File: src/rtl/concat_pkg.sv
// concat_pkg: shared constants, helpers and types for the concat_packer slice.
//   DEF_IN_W / DEF_N_FIELDS : default field width and fields per word
//   cnt_width()             : counter width able to hold 0..N_FIELDS
//   out_state_e             : output holding-register state
package concat_pkg;

  localparam int unsigned DEF_IN_W     = 2;
  localparam int unsigned DEF_N_FIELDS = 3;

  // Counter must represent N_FIELDS itself (out_cnt of a full word).
  function automatic int unsigned cnt_width(input int unsigned n_fields);
    return $clog2(n_fields + 1);
  endfunction

  typedef enum logic {
    EMPTY = 1'b0,
    FULL  = 1'b1
  } out_state_e;

endpackage

File: src/rtl/concat_out_reg.sv
// concat_out_reg: single-entry valid/ready holding register for packed words.
// Optional feature macro: CONCAT_PACKER_PARITY_EN (adds parity_o).
// Ports:
//   clk, rst      : clock, asynchronous active-high reset
//   load_i        : capture a new word this cycle (closing accept)
//   data_i/cnt_i/last_i : word payload to capture
//   ready_i       : downstream accepts the held word
//   valid_o       : a word is held
//   data_o/cnt_o/last_o : held payload (retained after drain)
//   parity_o      : XOR of data_o (only with CONCAT_PACKER_PARITY_EN)
module concat_out_reg
  import concat_pkg::*;
#(
  parameter int unsigned OUT_W = DEF_IN_W * DEF_N_FIELDS,
  parameter int unsigned CNT_W = cnt_width(DEF_N_FIELDS)
) (
  input  logic             clk,
  input  logic             rst,
  input  logic             load_i,
  input  logic [OUT_W-1:0] data_i,
  input  logic [CNT_W-1:0] cnt_i,
  input  logic             last_i,
  input  logic             ready_i,
  output logic             valid_o,
  output logic [OUT_W-1:0] data_o,
  output logic [CNT_W-1:0] cnt_o,
  output logic             last_o
`ifdef CONCAT_PACKER_PARITY_EN
  ,
  output logic             parity_o
`endif
);

  out_state_e       state_q, state_d;
  logic [OUT_W-1:0] data_q;
  logic [CNT_W-1:0] cnt_q;
  logic             last_q;

  // State register
  always_ff @(posedge clk or posedge rst) begin
    if (rst) begin
      state_q <= EMPTY;
    end else begin
      state_q <= state_d;
    end
  end

  // Next-state: a load always wins, a drain without reload empties
  always_comb begin
    state_d = state_q;
    unique case (state_q)
      EMPTY: begin
        if (load_i) state_d = FULL;
      end
      FULL: begin
        if (load_i)       state_d = FULL;
        else if (ready_i) state_d = EMPTY;
      end
      default: state_d = EMPTY;
    endcase
  end

  // Payload registers only change on load, so they hold after drain
  always_ff @(posedge clk or posedge rst) begin
    if (rst) begin
      data_q <= '0;
      cnt_q  <= '0;
      last_q <= 1'b0;
    end else if (load_i) begin
      data_q <= data_i;
      cnt_q  <= cnt_i;
      last_q <= last_i;
    end
  end

`ifdef CONCAT_PACKER_PARITY_EN
  logic parity_q;

  always_ff @(posedge clk or posedge rst) begin
    if (rst) begin
      parity_q <= 1'b0;
    end else if (load_i) begin
      parity_q <= ^data_i;
    end
  end

  assign parity_o = parity_q;
`endif

  assign valid_o = (state_q == FULL);
  assign data_o  = data_q;
  assign cnt_o   = cnt_q;
  assign last_o  = last_q;

endmodule

File: src/rtl/concat_packer.sv
// concat_packer: packs N_FIELDS consecutive IN_W-bit fields into one word,
// first-accepted field in the MSBs; in_last flushes a partial word early.
// Optional feature macro: CONCAT_PACKER_PARITY_EN (adds out_parity).
// Ports:
//   clk, rst              : clock, asynchronous active-high reset
//   in_valid/in_ready     : field stream handshake (in_ready combinational)
//   in_data, in_last      : field value, closes the current word
//   out_valid/out_ready   : packed word handshake
//   out_data              : {f0, f1, ..., f(N-1)}, unused LSB slots zero
//   out_cnt               : number of valid fields in out_data
//   out_last              : word was closed by in_last
//   out_parity            : XOR of out_data (only with CONCAT_PACKER_PARITY_EN)
module concat_packer
  import concat_pkg::*;
#(
  parameter  int unsigned IN_W     = DEF_IN_W,
  parameter  int unsigned N_FIELDS = DEF_N_FIELDS,
  localparam int unsigned OUT_W    = IN_W * N_FIELDS,
  localparam int unsigned CNT_W    = cnt_width(N_FIELDS)
) (
  input  logic             clk,
  input  logic             rst,
  input  logic             in_valid,
  output logic             in_ready,
  input  logic [IN_W-1:0]  in_data,
  input  logic             in_last,
  output logic             out_valid,
  input  logic             out_ready,
  output logic [OUT_W-1:0] out_data,
  output logic [CNT_W-1:0] out_cnt,
  output logic             out_last
`ifdef CONCAT_PACKER_PARITY_EN
  ,
  output logic             out_parity
`endif
);

  logic [OUT_W-1:0] acc_q, acc_d, acc_ins;
  logic [CNT_W-1:0] cnt_q, cnt_d;
  logic             accept;
  logic             closing;

  // Independent of field position so upstream sees a simple stall rule
  assign in_ready = !out_valid || out_ready;
  assign accept   = in_valid && in_ready;
  assign closing  = accept && ((cnt_q == CNT_W'(N_FIELDS - 1)) || in_last);

  // Slot insertion: slot s occupies bits [OUT_W-1-s*IN_W -: IN_W].
  // Later slots are still zero since acc is cleared on every close.
  always_comb begin
    acc_ins = acc_q;
    for (int unsigned s = 0; s < N_FIELDS; s++) begin
      if (cnt_q == CNT_W'(s)) acc_ins[OUT_W-1-s*IN_W -: IN_W] = in_data;
    end
  end

  // Accumulator / counter next state
  always_comb begin
    acc_d = acc_q;
    cnt_d = cnt_q;
    if (closing) begin
      acc_d = '0;
      cnt_d = '0;
    end else if (accept) begin
      acc_d = acc_ins;
      cnt_d = cnt_q + CNT_W'(1);
    end
  end

  always_ff @(posedge clk or posedge rst) begin
    if (rst) begin
      acc_q <= '0;
      cnt_q <= '0;
    end else begin
      acc_q <= acc_d;
      cnt_q <= cnt_d;
    end
  end

  concat_out_reg #(
    .OUT_W (OUT_W),
    .CNT_W (CNT_W)
  ) u_out_reg (
    .clk      (clk),
    .rst      (rst),
    .load_i   (closing),
    .data_i   (acc_ins),
    .cnt_i    (cnt_q + CNT_W'(1)),
    .last_i   (in_last),
    .ready_i  (out_ready),
    .valid_o  (out_valid),
    .data_o   (out_data),
    .cnt_o    (out_cnt),
    .last_o   (out_last)
`ifdef CONCAT_PACKER_PARITY_EN
    ,
    .parity_o (out_parity)
`endif
  );

endmodule

File: config.mk
export PLATFORM = sky130hd
export DESIGN_NAME = concat_packer
export DESIGN_NICKNAME = d
export VERILOG_FILES = /design/src/rtl/concat_pkg.sv /design/src/rtl/concat_out_reg.sv /design/src/rtl/concat_packer.sv
export SDC_FILE = /design/constraint.sdc
export NUM_CORES = 1
export LEC_CHECK = 0
export ABC_CLOCK_PERIOD_IN_PS = 2280
export CAP_MARGIN = 20
export CORE_MARGIN = 8
export CORE_UTILIZATION = 49
export DETAILED_ROUTE_END_ITERATION = 10
export GPL_ROUTABILITY_DRIVEN = 0
export HOLD_SLACK_MARGIN = 0.12
export PLACE_DENSITY = 0.75
export SETUP_SLACK_MARGIN = 0.2
export SYNTH_ARGS = -nofsm -noshare
export SYNTH_HDL_FRONTEND = slang
export SYNTH_HIERARCHICAL = 1
export SYNTH_SLANG_ARGS = --single-unit
File: constraint.sdc
create_clock -name clk -period 2.28 [get_ports clk]
set_clock_uncertainty 0.15 [all_clocks]
set_input_delay 0.342 -clock clk [delete_from_list [all_inputs] [get_ports clk]]
set_output_delay 0.342 -clock clk [all_outputs]
set_load 0.05 [all_outputs]
==> flow_metrics.tcl <==
set metrics [dict create \
    ys_ff_latch 18 \
    final_area_um2 1120 \
    hold_path.class "primary input to asynchronous set/reset pin" \
    cp_cell_sequence "clkdlybuf4s50_1" \
    synth.distinct_cells 16 \
    coreArea_um2 1710 \
    grt_usage_pct 10.8 \
    status "finished clean" \
    crit_slowest_cell "clkdlybuf4s50_1" \
    slowest_delay_ps 820 \
    antenna_found_initial 0 \
    fill_cells 136 \
    start_kind "flip-flop" \
    htreeDepth 1 \
    slew_violations 0 \
    postCtsSetupBuffers 0 \
    cts_tree "built" \
    seq_area_frac_synth_pct 51.5 \
    final-setup-viol-count 0 \
    tightest_slew_ps 510 \
    grt_pass1_wl_mm 2.70 \
    grt_pass1_vias 577 \
    p_sw_uw 588 \
    fmax_mhz 507 \
    grt_max_degree 11 \
    seq_power_share_pct 32.7 \
    synth_area_per_cell_um2 13.9 \
    fin_cells 110 \
    drt-initial-drc-count 3 \
    netlist_instances 63 \
    syn2layout_area_growth_pct 28.3 \
    p_clk_share_pct 13.7 \
    drc 0 \
    die-area_um2 3390 \
    power.leakage_nw 0.533 \
    dr.pass1.iters 2 \
    post-route-min-period_ps 1970 \
    synth.net_count 73 \
    cp_max_fo 2 \
    p_comb_share_pct 53.5 \
    cts_num_sinks 18 \
    layout_common_cells "18 x dfrtp_1, 16 x clkdlybuf4s50_1, 10 x mux2_4" \
    place_area_um2 1090 \
    worstSetupEndpointType "output pin" \
    max_cap_viol_count 0 \
    wire_per_inst_um 14.9 \
    path_clk_slew_ps 110 \
    layout-drive-gt1-share_pct 31.8 \
    fp.dieW_um 58.2 \
    max-vdd-ir-drop_uv 715 \
    num_io_pins 18 \
    ys_warn_count 6 \
    final_hold_viol_count 0 \
    nNetsFinal 96 \
    drtAntennaViolNets 0 \
    antenna_cells 0 \
    vias 537 \
    ctsResizeCount 0 \
    via_per_inst 4.88 \
    clk_latency_ps 300 \
    syn_area_um2 875 \
    cp_num_buf_inv 1 \
    rows 15 \
    portBuffers 17 \
    die_y_um 58.2 \
    cts_buffer_depth 2 \
    setup_tns_ps 0 \
    timing.final.crit_share_pct 86.5 \
    final_common_cell "dfrtp_1" \
    place_inst 106 \
    p_int_uw 866 \
    rsz0062_at_grt "false" \
    numCtsBuffers 3 \
    crit_family "buffers and inverters" \
    worst_ep_required_time_ps 1790 \
    worstPathArrival_ps 1480 \
    relSlewSlack_pct 65.9 \
    hpwl_mm 1.31 \
    final_util_pct 65.7 \
    p_per_area_nw_per_um2 1300 \
    drt_wl_total_mm 1.64 \
    root_buffer "clkbuf_4" \
    swShare_pct 40.4 \
    start_util_pct 51.2 \
    gr-total-overflow 0 \
    hold_buffers 0 \
    worstSetupPathType "flip-flop to output pin" \
]
metal layers:
metal	up-vias	global-route usage, %	part of all wire, %
li1	259	-	-
met1	261	12.7	45
met2	13	16.1	47
met3	4	3.75	5.5
met4	0	7.34	1.9
met5	-	0	0
final timing paths:
kind | depth (start not counted) | endpoint | slack, ps | start
max | 1 | out_cnt[0] | 310 | u_out_reg/cnt_o[0]$_DFFE_PP0P_
min | 2 | acc_q[1]$_DFFE_PP0P_ | 140 | rst
max reg2reg | 6 | u_out_reg/last_o$_DFFE_PP0P_ | 450 | cnt_q[0]$_DFFE_PP0P_
min reg2reg | 1 | acc_q[5]$_DFFE_PP0P_ | 350 | acc_q[5]$_DFFE_PP0P_
max in group asynchronous | 2 | u_out_reg/cnt_o[0]$_DFFE_PP0P_ | 1540 | rst
min in group clk | 1 | acc_q[5]$_DFFE_PP0P_ | 350 | acc_q[5]$_DFFE_PP0P_
sequential cells by signal (all words and copies together), names as in the netlist:
signal             count
acc_q                  6
cnt_q                  2
u_out_reg/valid_o      1
u_out_reg/cnt_o        2
u_out_reg/last_o       1
u_out_reg/data_o       6
power by group through the flow:
stage / registers, mW / logic (mW) / clock network [mW]
3_3_place_gp: 0.483 / 0.776 / 0
3_5_place_dp: 0.484 / 0.783 / 0
2_1_floorplan: 0.710 / 0.330 / 0
6_report: 0.476 / 0.778 / 0.200
5_1_grt: 0.493 / 0.823 / 0.214
4_1_cts: 0.478 / 0.788 / 0.205
synthesized netlist by cell type:
cell,count,area share (%)
nand2_1,1,0.43
mux2_4,10,17
nor2_1,3,1.3
nand2b_1,1,0.72
mux2_2,6,7.7
nand3_1,4,2.3
o21a_1,2,1.7
o2bb2ai_1,4,4.0
dfrtp_1,18,52
a21o_2,1,1.0
mux2i_1,1,1.1
inv_1,5,2.1
buf_6,2,2.6
ha_1,3,4.3
or2_2,1,0.72
nand2_4,1,1.3
cell type report:
class | instances | area (um2) | share of cell area [%]
Inverter | 5 | 18.8 | 1.67
Sequential cell | 18 | 450 | 40.1
Tap cell | 25 | 31.3 | 2.79
Multi-Input combinational cell | 38 | 383 | 34.1
Clock buffer | 4 | 36.3 | 3.23
Timing Repair Buffer | 20 | 203 | 18.1
stage by stage:
step	hold WS (ps)	power, mW	setup slack, ps
finish	141	1.45	308
global route	194	1.53	240
CTS	150	1.47	280
detailed placement	322	1.27	208
global placement	318	1.26	251
floorplan	7.66	1.04	402
kinds of logic (layout without fill, tap and decap cells):
group | count (synthesis) | count (layout) | synth area share [%]
AND/OR/NAND/NOR | 11 | 11 | 6.72
AO/OA/AOI/OAI | 7 | 7 | 6.72
buffers and inverters | 7 | 29 | 4.72
adder cells (fa/ha/maj) | 3 | 3 | 4.29
flip-flops | 18 | 18 | 51.5
multiplexers | 17 | 17 | 26.0
Power figures use the tool's default switching activity.
